<file path="config.mk">
export PLATFORM = sky130hd
export DESIGN_NAME = tqvp_ubcd_scan_driver
export DESIGN_NICKNAME = d
export VERILOG_FILES = /design/src/rtl/tqvp_ubcd_scan_driver.sv
export SDC_FILE = /design/constraint.sdc
export NUM_CORES = 1
export LEC_CHECK = 0
export BUFFER_PORTS_ARGS = -buffer_cell sky130_fd_sc_hd__buf_2
export CORE_MARGIN = 1
export CORE_UTILIZATION = 61
export DETAILED_ROUTE_END_ITERATION = 10
export PLACE_DENSITY_LB_ADDON = 0.08
export SLEW_MARGIN = 10
export SYNTH_ARGS = -nofsm -noshare
export SYNTH_HDL_FRONTEND = slang
export SYNTH_SLANG_ARGS = --single-unit
</file>
<file path="constraint.sdc">
create_clock -name clk -period 3.1 [get_ports clk]
set_clock_uncertainty 0.05 [all_clocks]
set_input_delay 0.155 -clock clk [delete_from_list [all_inputs] [get_ports clk]]
set_output_delay 0.155 -clock clk [all_outputs]
set_load 0.03 [all_outputs]
</file>
<file path="src/rtl/tqvp_ubcd_scan_driver.sv">
// TinyQV 7-segment scan driver: per-digit frames shifted MSB first into a 74HC595-style chain.
// Outputs are registered one clock behind each tick. No backpressure. Macro UBCD_SCAN_RBLANK_EN adds leading-zero blanking.
module tqvp_ubcd_scan_driver #(
    parameter int NUM_DIGITS = 4,
    parameter int HOLD_TICKS = 64
) (
    input  logic       clk,
    input  logic       rst_n,
    input  logic [7:0] ui_in,
    output logic [7:0] uo_out,
    input  logic [3:0] address,
    input  logic       data_write,
    input  logic [7:0] data_in,
    output logic [7:0] data_out
);
    typedef enum logic [2:0] {
        S_IDLE    = 3'd0,
        S_LOAD    = 3'd1,
        S_SHIFT_L = 3'd2,
        S_SHIFT_H = 3'd3,
        S_LATCH   = 3'd4,
        S_HOLD    = 3'd5
    } state_t;

    localparam logic [3:0]  LP_ND   = 4'(NUM_DIGITS);
    localparam logic [2:0]  LP_LAST = 3'(NUM_DIGITS - 1);
    localparam logic [15:0] LP_HOLD = 16'(HOLD_TICKS - 1);

    state_t      r_state, w_state_nxt;
    logic [4:0]  r_digit [8];
    logic [4:0]  r_ctrl;
    logic [7:0]  r_div, r_pcnt, w_pcnt_nxt;
    logic [2:0]  r_idx, w_idx_nxt;
    logic [3:0]  r_bitcnt, w_bitcnt_nxt;
    logic [15:0] r_hold, w_hold_nxt;
    logic [15:0] r_frame, w_frame_nxt, w_frame;
    logic        r_ser, r_srclk, r_rclk;
    logic        w_ser_nxt, w_srclk_nxt, w_rclk_nxt;
    logic        w_tick, w_blank, w_rbe;
    logic [4:0]  w_sel;
    logic [7:0]  w_seg, w_dig;
    logic        w_unused;

    assign w_unused = &{1'b0, data_in[7:5]};

    function automatic logic [6:0] font(input logic [3:0] v);
        case (v)
            4'h0: font = 7'h3F;  4'h1: font = 7'h06;  4'h2: font = 7'h5B;  4'h3: font = 7'h4F;
            4'h4: font = 7'h66;  4'h5: font = 7'h6D;  4'h6: font = 7'h7D;  4'h7: font = 7'h07;
            4'h8: font = 7'h7F;  4'h9: font = 7'h6F;  4'hA: font = 7'h77;  4'hB: font = 7'h7C;
            4'hC: font = 7'h39;  4'hD: font = 7'h5E;  4'hE: font = 7'h79;  default: font = 7'h71;
        endcase
    endfunction

`ifdef UBCD_SCAN_RBLANK_EN
    assign w_rbe = data_in[4];
`else
    assign w_rbe = 1'b0;
`endif

    // Register file; digit slots at or above NUM_DIGITS are never written and fold to constants.
    always_ff @(posedge clk or negedge rst_n) begin
        if (!rst_n) begin
            for (int i = 0; i < 8; i++) r_digit[i] <= '0;
            r_ctrl <= '0;
            r_div  <= '0;
        end else if (data_write) begin
            if (address < LP_ND)       r_digit[address[2:0]] <= data_in[4:0];
            else if (address == 4'h8)  r_ctrl <= {w_rbe, data_in[3:0]};
            else if (address == 4'h9)  r_div  <= data_in;
        end
    end

    always_comb begin
        data_out = 8'h00;
        case (address)
            4'h8:    data_out = {3'b000, r_ctrl};
            4'h9:    data_out = r_div;
            4'hA:    data_out = {r_state != S_IDLE, 1'b0, r_state, r_idx};
            4'hF:    data_out = ui_in;
            default: if (address < LP_ND) data_out = {3'b000, r_digit[address[2:0]]};
        endcase
    end

    // Frame built from live registers; capturing it at LOAD is the snapshot.
    always_comb begin
        w_sel   = r_digit[r_idx];
        w_blank = 1'b0;
`ifdef UBCD_SCAN_RBLANK_EN
        if (r_ctrl[4] && r_idx != 3'd0 && w_sel == 5'd0) begin
            w_blank = 1'b1;
            for (int j = 1; j < 8; j++)
                if (j < NUM_DIGITS && j > int'(r_idx) && r_digit[j][3:0] != 4'd0) w_blank = 1'b0;
        end
`endif
        if (w_blank)                               w_seg = 8'h00;
        else if (r_ctrl[3] || w_sel[3:0] < 4'd10)  w_seg = {w_sel[4], font(w_sel[3:0])};
        else                                       w_seg = {w_sel[4], 7'h00};
        w_dig   = 8'h01 << r_idx;
        w_frame = {r_ctrl[2] ? ~w_dig : w_dig, r_ctrl[1] ? ~w_seg : w_seg};
    end

    assign w_tick = (r_state != S_IDLE) && (r_pcnt >= r_div);

    always_ff @(posedge clk or negedge rst_n) begin
        if (!rst_n) begin
            r_state  <= S_IDLE;
            r_pcnt   <= '0;
            r_idx    <= '0;
            r_bitcnt <= '0;
            r_hold   <= '0;
            r_frame  <= '0;
            r_ser    <= 1'b0;
            r_srclk  <= 1'b0;
            r_rclk   <= 1'b0;
        end else begin
            r_state  <= w_state_nxt;
            r_pcnt   <= w_pcnt_nxt;
            r_idx    <= w_idx_nxt;
            r_bitcnt <= w_bitcnt_nxt;
            r_hold   <= w_hold_nxt;
            r_frame  <= w_frame_nxt;
            r_ser    <= w_ser_nxt;
            r_srclk  <= w_srclk_nxt;
            r_rclk   <= w_rclk_nxt;
        end
    end

    // Pin values are computed for the state being entered, so they register alongside it.
    always_comb begin
        w_state_nxt  = r_state;
        w_pcnt_nxt   = w_tick ? 8'd0 : r_pcnt + 8'd1;
        w_idx_nxt    = r_idx;
        w_bitcnt_nxt = r_bitcnt;
        w_hold_nxt   = r_hold;
        w_frame_nxt  = r_frame;
        w_ser_nxt    = r_ser;
        w_srclk_nxt  = r_srclk;
        w_rclk_nxt   = r_rclk;
        if (r_state == S_IDLE || !r_ctrl[0]) begin
            w_state_nxt = (r_state == S_IDLE && r_ctrl[0]) ? S_LOAD : S_IDLE;
            w_pcnt_nxt  = 8'd0;
            w_idx_nxt   = 3'd0;
            w_ser_nxt   = 1'b0;
            w_srclk_nxt = 1'b0;
            w_rclk_nxt  = 1'b0;
        end else if (w_tick) begin
            case (r_state)
                S_LOAD: begin
                    w_frame_nxt  = w_frame;
                    w_bitcnt_nxt = 4'd15;
                    w_ser_nxt    = w_frame[15];
                    w_srclk_nxt  = 1'b0;
                    w_state_nxt  = S_SHIFT_L;
                end
                S_SHIFT_L: begin
                    w_srclk_nxt = 1'b1;
                    w_state_nxt = S_SHIFT_H;
                end
                S_SHIFT_H: begin
                    w_srclk_nxt = 1'b0;
                    if (r_bitcnt == 4'd0) begin
                        w_ser_nxt   = 1'b0;
                        w_rclk_nxt  = 1'b1;
                        w_state_nxt = S_LATCH;
                    end else begin
                        w_bitcnt_nxt = r_bitcnt - 4'd1;
                        w_ser_nxt    = r_frame[r_bitcnt - 4'd1];
                        w_state_nxt  = S_SHIFT_L;
                    end
                end
                S_LATCH: begin
                    w_rclk_nxt  = 1'b0;
                    w_hold_nxt  = LP_HOLD;
                    w_state_nxt = S_HOLD;
                end
                S_HOLD: begin
                    if (r_hold == 16'd0) begin
                        w_idx_nxt   = (r_idx == LP_LAST) ? 3'd0 : r_idx + 3'd1;
                        w_state_nxt = S_LOAD;
                    end else begin
                        w_hold_nxt = r_hold - 16'd1;
                    end
                end
                default: w_state_nxt = S_IDLE;
            endcase
        end
    end

    assign uo_out = {4'b0000, r_rclk, r_srclk, r_ser, 1'b0};
endmodule
</file>
==> results.cfg <==
[global_routing]
grt_pass1_vias = 3967
use_met2_pct = 37.5
use_met3_pct = 5.55
grt_pass1_wl_mm = 19.9
grtUsageTotal_pct = 25.4
grt_util_met1_pct = 37.9
gr-total-overflow = 0
grt-busiest-layer = met1
antenna_found_initial = 0
grt_max_degree = 85

[logic_synthesis]
yosysUniqueCellTypes = 60
synth_edf_count = 0
avgSynthCellArea_um2 = 10.2
async_reset_ff_share_pct = 100
netlist_area_um2 = 5970
synth_ff_type = dfrtp_1
yosys_warnings = 0
synthCells = 586
yosysSeqAreaShare_pct = 44.0
synth-seq-cells = 105

[critical_path]
required_ps = 3310
critPathTopFamily = multiplexers
cp-start-kind = flop
end_kind = flop
setup.worst_path.class = flop to flop
worst-r2r-cell-count = 8
path_depth = 8
critPathMaxStageDelay_ps = 630
path_buf_inv = 1
crit_fanout = 8
slowest_stage = dfrtp_1
worstPathCellList = mux4_2, mux2i_1, inv_1, ha_1, o311a_1, a211oi_2, xnor2_1, o21ai_1
arrival_ps = 2930

[die]
dieArea_um2 = 10200
initial_core_util_pct = 63.8
dieHeight_um = 101
coreArea_um2 = 9370
die_w_um = 101
ioPinCount = 39
rows = 35

[drt]
drt-initial-drc-count = 266
antenna_left = 0
totalWireLength_mm = 11.6
drc = 0
viasPerCell = 5.75
dr_total_vias = 4183
drtPass1Iterations = 5
wire_per_inst_um = 16.0

[sta]
setup_viol = 0
max_slew_margin_pct = 31.0
whs_ps = 58.5
setup-tns-final_ps = 0
rsz0062_at_grt = no
slew_viol_final = 0
timing.fmax_mhz = 367
worst_slew_pin_slew_ps = 1030
fin_crit_sh_pct = 87.8
final_hold_viol_count = 0
period_needed_ps = 2720

[clock_tree]
clkSinkCount = 105
cts_buffer_depth = 2
postCtsHoldBufs = 5
cts_buffers = 9
cts-root-buf = clkbuf_8
cts_tree = done
clkTransAtPathRegs_ps = 110
htree_levels = 3
post_cts_buffers = 0
insertion_delay_ps = 380
cts-resized-gates = 0

[pwr]
p_leak_uw = 0.00292
power.density_nw_per_um2 = 536
vdd_drop_max_mv = 0.362

[placed_design]
portBuffers = 33
hpwl_mm = 8.60
place_congestion = 0.872

[layout]
n_antenna_cell = 0
drive_gt1_share_pct = 20.2
final_common_cell = dfrtp_1
num-nets-final = 639
layout_common_cells = dfrtp_1, nand2_1, nor2_1
syn2layout_area_growth_pct = 6.85

[min_path]
hold_depth = 3
hold_path_class = input port to flop

[status]
status = complete, no violations

[flow_run]
max_cap_viol_count = 0
==> report_power, final <==
part	leakage, uW	internal (uW)	total (uW)	switching (uW)
sequential	0.00141	1500	1630	139
combinational	0.00140	402	893	491
clock	0.000107	397	897	500
total	0.00292	2290	3420	1130
==> synth_stat cells, drive strengths merged, types with 9 or more instances <==
master	count	area [um^2]
nand2	64	240
nor2b	9	56.3
mux4	20	450
a21oi	24	131
xnor2	18	158
mux2i	10	104
nor2	42	158
buf	16	119
clkbuf	40	150
mux2	30	342
ha	23	288
o21ai	44	224
inv	23	86.3
nand3	14	70.1
xor2	16	140
nor3	17	95.1
dfrtp	105	2630
==> final cells by class <==
type,count,area (um^2)
Clock inverter,6,81.3
Clock buffer,10,128
Fill cell,732,2990
Multi-Input combinational cell,405,3000
Inverter,24,90.1
Timing Repair Buffer,48,293
Sequential cell,105,2630
Tap cell,129,161
==> worst min-delay path: stages <==
cell and delay (ps):
buf_2 160, nand2_1 70, o21ai_0 70
==> metrics by stage <==
stage               worst slack [ps]  cell area [um^2]  total power, uW  util (%)  cells
detailed placement               350              6120             2550      65.4    706
floorplan                        471              5990             2320         -    590
global route                     120              6380             3640      68.1    727
CTS                              314              6380             3460      68.1    727
global placement                 435              6120             2520      65.4    706
finish                           378              6380             3420      68.1    727
==> cells by family (layout without fill, tap and decap cells) <==
| family | count (synthesis) | in the layout | synth area share, % |
|---|---|---|---|
| AND/OR/NAND/NOR | 186 | 186 | 15.0 |
| flip-flops | 105 | 105 | 44.0 |
| AO/OA/AOI/OAI | 97 | 97 | 10.1 |
| buffers and inverters | 80 | 88 | 6.01 |
| multiplexers | 60 | 60 | 15.0 |
| XOR/XNOR | 34 | 34 | 4.98 |
| adder cells (fa/ha/maj) | 23 | 23 | 4.82 |
| other | 1 | 5 | 0.0628 |
==> path summary, 6_finish.rpt <==
path                               end  startpoint  slack (ps)
setup reg to reg            r_frame[0]    r_idx[0]         380
setup / recovery            r_frame[0]    r_idx[0]         380
max in group asynchronous  r_digit[35]       rst_n        1740
hold / removal                r_div[3]  data_in[3]          60
hold reg to reg             r_digit[5]  r_digit[5]         330
min in group asynchronous   r_frame[0]       rst_n         450
==> sequential cells by signal, indices dropped and copies added, names as in the netlist, 3 cells and up <==
name	flops
r_state	3
r_div	8
r_pcnt	8
r_frame	16
r_bitcnt	4
r_hold	16
r_digit	40
r_idx	3
r_ctrl	4
==> routing by layer <==
layer | part of all wire, % | vias to the layer above
met1 | 47 | 1991
met4 | 1.2 | 0
met2 | 46 | 134
met5 | 0 | -
met3 | 6.0 | 13
li1 | - | 2045
Note: power is estimated with default switching activity, not from simulation.
